**src/rtl/maze_pkg.sv**
```systemverilog
// maze_pkg: shared MAZE mesh constants, packet type encodings and header layout.
package maze_pkg;
  localparam int DIR_N = 0;
  localparam int DIR_W = 1;
  localparam int DIR_S = 2;
  localparam int DIR_E = 3;
  localparam int DIR_B = 4;
  localparam int NDIR  = 5;
  typedef enum logic [1:0] {
    UNICAST   = 2'b00,
    COL_MCAST = 2'b01,
    ROW_MCAST = 2'b10,
    BCAST     = 2'b11
  } pkt_type_e;
  // Header offsets count upward from the first bit above the payload.
  localparam int COORD_W   = 3;
  localparam int TYPE_W    = 2;
  localparam int HDR_W     = TYPE_W + 4 * COORD_W;
  localparam int TGT_X_OFF = 0;
  localparam int TGT_Y_OFF = 3;
  localparam int SRC_X_OFF = 6;
  localparam int SRC_Y_OFF = 9;
  localparam int TYPE_OFF  = 12;
endpackage

```
**src/rtl/maze_fifo_sync.sv**
```systemverilog
// maze_fifo_sync: circular FIFO with occupancy counter; also exposes the entry behind the head.
module maze_fifo_sync #(
  parameter int DEPTH = 4,
  parameter int W     = 8
) (
  input  logic                     clk,
  input  logic                     rst_n,
  input  logic                     push,
  input  logic                     pop,
  input  logic [W-1:0]             wdata,
  output logic [W-1:0]             next_data,
  output logic [$clog2(DEPTH):0]   count,
  output logic                     full,
  output logic                     empty
);
  localparam int AW = $clog2(DEPTH);
  localparam int OW = AW + 1;
  logic [W-1:0]  mem [DEPTH];
  logic [AW-1:0] wr_ptr, rd_ptr;
  assign full      = count == OW'(DEPTH);
  assign empty     = count == '0;
  assign next_data = mem[rd_ptr + AW'(1)];
  always_ff @(posedge clk or negedge rst_n) begin
    if (!rst_n) begin
      wr_ptr <= '0;
      rd_ptr <= '0;
      count  <= '0;
    end else begin
      if (push) wr_ptr <= wr_ptr + AW'(1);
      if (pop) rd_ptr <= rd_ptr + AW'(1);
      if (push != pop) count <= push ? count + OW'(1) : count - OW'(1);
    end
  end
  always_ff @(posedge clk) begin
    if (push) mem[wr_ptr] <= wdata;
  end
endmodule

```
**src/rtl/maze_in_buf.sv**
```systemverilog
// maze_in_buf: per-direction input buffer; holds packets with route requests and tracks
// multicast fork progress so the head pops only once every requested output is served.
module maze_in_buf
  import maze_pkg::*;
#(
  parameter int DEPTH     = 4,
  parameter int PAYLOAD_W = 32,
  parameter int PKT_W     = HDR_W + PAYLOAD_W
) (
  input  logic                   clk,
  input  logic                   rst_n,
  input  logic                   in_valid,
  output logic                   in_ready,
  input  logic [PKT_W-1:0]       in_pkt,
  input  logic [NDIR-1:0]        in_route_req,
  output logic [NDIR-1:0]        out_req,
  input  logic [NDIR-1:0]        out_gnt,
  output logic [PKT_W-1:0]       out_pkt,
  output logic                   out_pop,
  output logic [$clog2(DEPTH):0] occupancy,
  output logic [7:0]             drop_cnt
);
  localparam int OW = $clog2(DEPTH) + 1;
  logic [PKT_W+NDIR-1:0] next_data;
  logic [NDIR-1:0]       pend, g;
  logic                  full, empty, accept, push, drop, load_in, load_fifo;
  maze_fifo_sync #(.DEPTH(DEPTH), .W(PKT_W + NDIR)) u_fifo (
    .clk       (clk),
    .rst_n     (rst_n),
    .push      (push),
    .pop       (out_pop),
    .wdata     ({in_pkt, in_route_req}),
    .next_data (next_data),
    .count     (occupancy),
    .full      (full),
    .empty     (empty)
  );
  assign in_ready  = !full;
  assign accept    = in_valid && in_ready;
  assign push      = accept && |in_route_req;
  assign drop      = accept && ~|in_route_req;
  assign out_req   = pend & {NDIR{!empty}};
  assign g         = out_gnt & out_req;
  assign out_pop   = |g && ~|(pend & ~g);
  // The head register is refilled either from the entry behind it or straight from the link.
  assign load_fifo = out_pop && occupancy > OW'(1);
  assign load_in   = push && (empty || (out_pop && occupancy == OW'(1)));
  always_ff @(posedge clk or negedge rst_n) begin
    if (!rst_n) begin
      pend     <= '0;
      out_pkt  <= '0;
      drop_cnt <= '0;
    end else begin
      if (load_fifo) {out_pkt, pend} <= next_data;
      else if (load_in) {out_pkt, pend} <= {in_pkt, in_route_req};
      else pend <= out_pop ? '0 : pend & ~g;
      if (drop && drop_cnt != 8'hFF) drop_cnt <= drop_cnt + 8'd1;
    end
  end
  a_no_req_when_empty: assert property (@(posedge clk) disable iff (!rst_n)
    !(occupancy == '0 && out_req != '0));
endmodule

```
**config.mk**
```make
export PLATFORM = sky130hd
export DESIGN_NAME = maze_in_buf
export DESIGN_NICKNAME = d
export VERILOG_FILES = /design/src/rtl/maze_pkg.sv /design/src/rtl/maze_fifo_sync.sv /design/src/rtl/maze_in_buf.sv
export SDC_FILE = /design/constraint.sdc
export NUM_CORES = 1
export LEC_CHECK = 0
export ABC_AREA = 1
export BUFFER_PORTS_ARGS = -buffer_cell sky130_fd_sc_hd__clkbuf_2
export CORE_ASPECT_RATIO = 1.25
export CORE_MARGIN = 2
export CORE_UTILIZATION = 30
export CTS_BUF_LIST = sky130_fd_sc_hd__clkbuf_8 sky130_fd_sc_hd__clkbuf_16
export CTS_CLUSTER_DIAMETER = 50
export DETAILED_ROUTE_END_ITERATION = 10
export PLACE_DENSITY_LB_ADDON = 0.15
export SLEW_MARGIN = 20
export SYNTH_ARGS = -nofsm -noshare
export SYNTH_HDL_FRONTEND = slang
export SYNTH_SLANG_ARGS = --single-unit
export TNS_END_PERCENT = 100
```
**constraint.sdc**
```tcl
create_clock -name clk -period 4.7 [get_ports clk]
set_input_delay 0.47 -clock clk [delete_from_list [all_inputs] [get_ports clk]]
set_output_delay 0.47 -clock clk [all_outputs]
set_load 0.05 [all_outputs]
```
==> flow_summary.toml, run 1 <==
[floorplanning]
core_um2 = 36500
dieArea_um2 = 38700
initial_core_util_pct = 30.5
die_x_um = 176
ios = 123
std_cell_rows = 78
fp.dieH_um = 219

[critical_path]
worstPathArrival_ns = 2.67
endpoint = "out_pop"
cp-start-kind = "register"
reg2reg_depth = 13
critPathMaxFanout = 7
reg2reg_from = "u_fifo.count[0]"
crit_path_start = "u_fifo.count[0]"
crit_required_ns = 4.23
crit_path_end_kind = "output pin"
r2r-end = "out_pkt[9]"
r2r_slack_ns = 1.69
path_class = "register to output pin"

[layout]
instances_no_fill = 1660
fin_area_um2 = 13300
n_fill_cell = 3697
drive_gt1_share_pct = 17.5
num_antenna_cells = 0
syn_to_final_growth_pct = 19.6
fin_nets = 1225

[yosys]
synth-edff-count = 204
synth_area_leader_cell = "edfxtp_1"
synth_cell_types = 32
synth-seq-cells = 270
synth_cells = 1038
async_flop_share_pct = 24.4
syn_area_um2 = 11100
synth_area_leaders = "edfxtp_1, dfrtp_1, nand2_1"
synth_common_cells = "nand2_1, edfxtp_1, nor2_1"
yosysSeqAreaShare_pct = 69.8
yosysMostFrequentCell = "nand2_1"
yosys_most_used_dff = "edfxtp_1"
syn_nets = 1106
yosys.area.top_type_share_pct = 55.0
synth.avg_cell_area_um2 = 10.7
synth.yosys.warnings = 0

[global_routing]
grt_usage_pct = 14.9
antenna_found_initial = 2
grt_overflow = 0
grt_pass1_wl_um = 44600
grt_start_max_net_pins = 87
grt_pass1_vias = 7659

[place]
dpl.hpwl_um = 16400
portBuffers = 122
place_area_um2 = 12300
placedCellCount = 1604
place.gp.congestion = 0.710

[timing]
tns_ns = 0
max_freq_mhz = 319
fin_crit_ns = 3.14
relSlewSlack_pct = 31.8
fin_crit_sh_pct = 66.8
worst_slew_pin_slew_ns = 1.02
skew_ns = 0.0243
rsz0062_at_grt = "no"
setup_viol = 0
maxSlewViolCount = 0
finalHoldViolCount = 0

[power_and_ir_drop]
powerDensity_nw_per_um2 = 712
p_switching_uw = 4000
share_clk_of_total_power_pct = 25.4
p_sw_share_pct = 42.2
p_leak_uw = 0.00562
ir_drop_mv = 0.306
intPower_uw = 5490
p_comb_share_pct = 38.2
sequentialPowerShare_pct = 36.4

[route]
drtAntennaViolNets = 0
drt_iter0_drc = 356
drc_errors = 0
wl_per_cell_um = 17.2
drt_pass1_iterations = 6
routed_wl_um = 28500
routed-via-count = 7560
routed_via_density = 4.55

[hold_path]
hp-class = "input pin to register"

[clock_tree]
cts.htree.levels = 1
clkLatencyLatePin_ns = 0.57
cts_sinks = 270
max-clock-path-buffers = 3
cts_resized = 0
root_buffer = "clkbuf_16"
cts_buffers = 30
cts_tree = "yes"
clkTransAtPathRegs_ns = 0.06

[status]
status = "complete, no violations"

[flow_run]
drv_cap = 0
repair_timing:
| action | in CTS | in global routing |
|---|---|---|
| hold endpoints to repair | 35 | 0 |
| hold buffers | 1 | 0 |
| endpoints found under the setup margin | 0 | 0 |
| buffers inserted | 0 | 0 |
sequential cells by signal, summed over array words and instances, names as in the netlist:
name           flops
u_fifo.rd_ptr      2
drop_cnt           8
pend               5
u_fifo.mem       204
u_fifo.wr_ptr      2
out_pkt           46
u_fifo.count       3
layer usage:
layer	GRT usage (%)	wire length, µm	up-vias
li1	-	-	3714
met2	26.0	14100	130
met5	0	28	-
met1	19.1	12600	3674
met3	2.58	1140	38
met4	4.24	594	4
cell usage in the layout (no fill, tap or decap), types with 2 or more instances in the layout:
master / instances
ha_1: 9
nor2_4: 5
xor2_1: 5
nand3_1: 72
clkinvlp_4: 5
clkinv_4: 2
inv_1: 36
clkbuf_16: 31
a22oi_1: 9
o21ai_0: 60
edfxtp_1: 204
buf_4: 15
nor2_1: 123
clkbuf_2: 121
mux2i_1: 4
inv_2: 2
inv_6: 3
xnor2_1: 3
a21oi_1: 36
dfrtp_1: 65
bufinv_16: 3
clkinv_2: 7
nand2_2: 4
clkbuf_8: 2
nand2_1: 339
power groups by stage:
stage	clock network, µW	registers [µW]	logic (µW)
global route	2580	3520	4070
global placement	0	3510	3700
CTS	2480	3470	3710
detailed placement	0	3510	3710
floorplan	0	4170	1950
finish	2410	3460	3620
logic make-up after synthesis:
logic type / count (synthesis) / synth area share (%)
DFF: 270 / 69.8
muxes: 5 / 0.461
xor gates and xnor gates: 8 / 0.629
adders and majority gates: 9 / 1.01
AOI/OAI and AO/OA: 110 / 5.23
and+or+nand+nor: 548 / 19.5
buffers and inverters: 88 / 3.31
worst min-delay path by stage:
stage / from / end / depth (start not counted)
global route: in_pkt[29] / u_fifo.mem[2][34] / 1
global placement: out_pkt[12] / out_pkt[12] / 2
CTS: in_pkt[45] / u_fifo.mem[0][50] / 1
finish: in_pkt[36] / u_fifo.mem[1][41] / 1
detailed placement: out_pkt[21] / out_pkt[21] / 2
floorplan: rst_n / drop_cnt[0] / 0
cell type report:
type                    count  area, µm²  area share [%]
clock inverters            22        221            1.66
repair buffers            137        728            5.47
multi-input cells         680       3040            22.8
clock buffers              33        803            6.03
well taps                 480        601            4.51
inverters                  38        145            1.09
flip-flops and latches    270       7780            58.4
metrics by stage:
stage | util [%] | setup WS [ns] | hold slack [ns] | total power [µW]
2_1_floorplan | - | 0.305 | 0.174 | 6110
3_3_place_gp | 33.7 | 1.30 | 0.491 | 7210
3_5_place_dp | 33.7 | 1.63 | 0.497 | 7220
4_1_cts | 36.5 | 1.54 | 0.116 | 9660
5_1_grt | 36.5 | 1.34 | 0.129 | 10200
6_report | 36.5 | 1.56 | 0.147 | 9490
worst max-delay path, cell delays in order (launching register included):
cell and delay [ns]:
dfrtp_1 0.41, inv_1 0.11, ha_1 0.25, inv_1 0.06, nor2_1 0.08, o21bai_1 0.19, nand3_1 0.11, nor2_2 0.17
nand2_1 0.31, inv_1 0.12, clkbuf_2 0.28
No activity file was read; power rests on OpenSTA's default activity.
==> run 2: changes to the inputs <==
Clock period 4.7 ns to 3 ns, I/O delays scaled along.
==> run 2 against run 1 <==
Design area is 4.5% higher; sequential share of layout area shrank 2.5 points; setup slack got worse by 1.3 ns; critical path type unchanged; count of clock-buffer cells in the layout rose by 2; global-route usage grew 0.37 points.
==> flow_summary.toml, run 2 (synthesis gave the netlist of run 1 again) <==
[layout]
syn_to_final_growth_pct = 24.9
fin_util_pct = 38.1
fin_area_um2 = 13900
final_common_cell = "nand2_1"
n_fill_cell = 3667
layout_common_cells = "nand2_1, edfxtp_1, nor2_1"
largest_register = "u_fifo.mem"
largest_reg_flops = 204
drive_gt1_share_pct = 17.2
num_antenna_cells = 0
largestRegisters = "u_fifo.mem: 204 flops, out_pkt: 46 flops, drop_cnt: 8 flops"
fin_nets = 1282

[place]
portBuffers = 122
place.gp.congestion = 0.725
place_area_um2 = 12400
dpl.hpwl_um = 16900

[critical_path]
critPathMaxStageDelay_ns = 0.39
cp-start-kind = "register"
crit_path_end_kind = "output pin"
path_class = "register to output pin"
crit_required_ns = 2.70
worstPathArrival_ns = 2.44
critPathMaxFanout = 7
cp_top_family = "simple AND/OR/NAND/NOR gates"
crit_top_cell = "inv_1"
slowest_stage = "dfrtp_2"
crit_chain = "inv_1 > ha_1 > inv_1 > nor2_2 > o21bai_1 > nand3_1 > nor2_2 > nand2_2 > inv_1 > clkbuf_4"
path_buf_inv = 4

[global_routing]
grt_usage_pct = 15.3
grt_start_max_net_pins = 68
grt_pass1_wl_um = 45600
grt_overflow = 0
grt_pass1_vias = 7848
antenna_found_initial = 2

[timing]
maxSlewViolCount = 0
finalHoldViolCount = 0
setup_viol = 0
max_freq_mhz = 365
whs_ns = 0.0203
fin_crit_ns = 2.74
rsz0062_at_grt = "no"
relSlewSlack_pct = 49.0
fin_crit_sh_pct = 91.3
skew_ns = 0.0113
worst_slew_pin_slew_ns = 0.765
tns_ns = 0

[floorplanning]
ios = 123
std_cell_rows = 78
dieArea_um2 = 38700
fp.dieH_um = 219
initial_core_util_pct = 30.5
core_um2 = 36500
die_x_um = 176

[hold_path]
hp-class = "input pin to register"

[power_and_ir_drop]
p_leak_uw = 0.00589
powerDensity_nw_per_um2 = 1080
power_uw = 15100
ir_drop_mv = 0.522

[route]
drt_iter0_drc = 440
wl_per_cell_um = 16.9
drc_errors = 0
drtAntennaViolNets = 0
routed_wl_um = 29000
routed_via_density = 4.56
drt_pass1_iterations = 4
routed-via-count = 7830

[clock_tree]
post-cts-setup-buffers = 0
clkLatencyLatePin_ns = 0.56
cts.htree.levels = 1
cts_sinks = 270
root_buffer = "clkbuf_16"
cts_buffers = 31
cts_tree = "yes"
clkTransAtPathRegs_ns = 0.06
max-clock-path-buffers = 3

[flow_run]
drv_cap = 0

[status]
status = "complete, no violations"
[run 2: changes by cell type in the layout (fill, tap and decap cells not counted), sizes merged]
cell,previous run,this run
buf,15,25
clkbuf,154,156
clkinv,9,6
clkinvlp,5,3
dlygate4sd3,1,47
inv,43,47
[run 2: timing repair]
action / CTS / global route
hold buffers: 47 / 0
endpoints found under the setup margin: 0 / 1
endpoints found under the hold margin: 227 / 0
gates resized for setup: 0 / 4
[run 2: worst paths after layout]
path	cells after the start	startpoint	slack [ns]	end
worst max-delay path	10	u_fifo.count[0]	0.26	out_pop
worst min-delay path	1	in_pkt[35]	0.02	u_fifo.mem[2][40]
worst max register to register	13	u_fifo.count[0]	0.44	out_pkt[3]
worst min register to register	2	out_pkt[24]	0.50	out_pkt[24]
max in group asynchronous	3	rst_n	1.96	out_pkt[45]
min in group asynchronous	2	rst_n	0.34	out_pkt[21]
[run 2: area by class of cell]
| class | instances | area [µm²] | share of cell area [%] |
|---|---|---|---|
| Tap cell | 480 | 601 | 4.32 |
| Clock inverter | 21 | 193 | 1.38 |
| Timing Repair Buffer | 193 | 1320 | 9.46 |
| Inverter | 38 | 143 | 1.03 |
| Multi-Input combinational cell | 680 | 3050 | 21.9 |
| Clock buffer | 35 | 831 | 5.97 |
| Sequential cell | 270 | 7780 | 55.9 |
[run 2: power breakdown]
group / internal [µW] / leakage (µW) / total [µW] / switching (µW)
combinational: 1530 / 0.00268 / 5880 / 4350
clock: 2240 / 0.000515 / 3760 / 1520
sequential: 5020 / 0.00269 / 5440 / 421
[run 2: per-stage QoR]
| stage | setup WS [ns] | instances |
|---|---|---|
| global placement | 0.533 | 1614 |
| CTS | 0.0461 | 1717 |
| global route | 0.0258 | 1717 |
| floorplan | 0.0432 | 1038 |
| detailed placement | 0.407 | 1614 |
| finish | 0.261 | 1717 |
[run 2: metal layers]
metal  track usage, %  part of all wire [%]
met1             19.9                    45
met2             26.4                    49
met3             2.53                   4.3
met4             4.19                   1.6
met5                0                 0.076
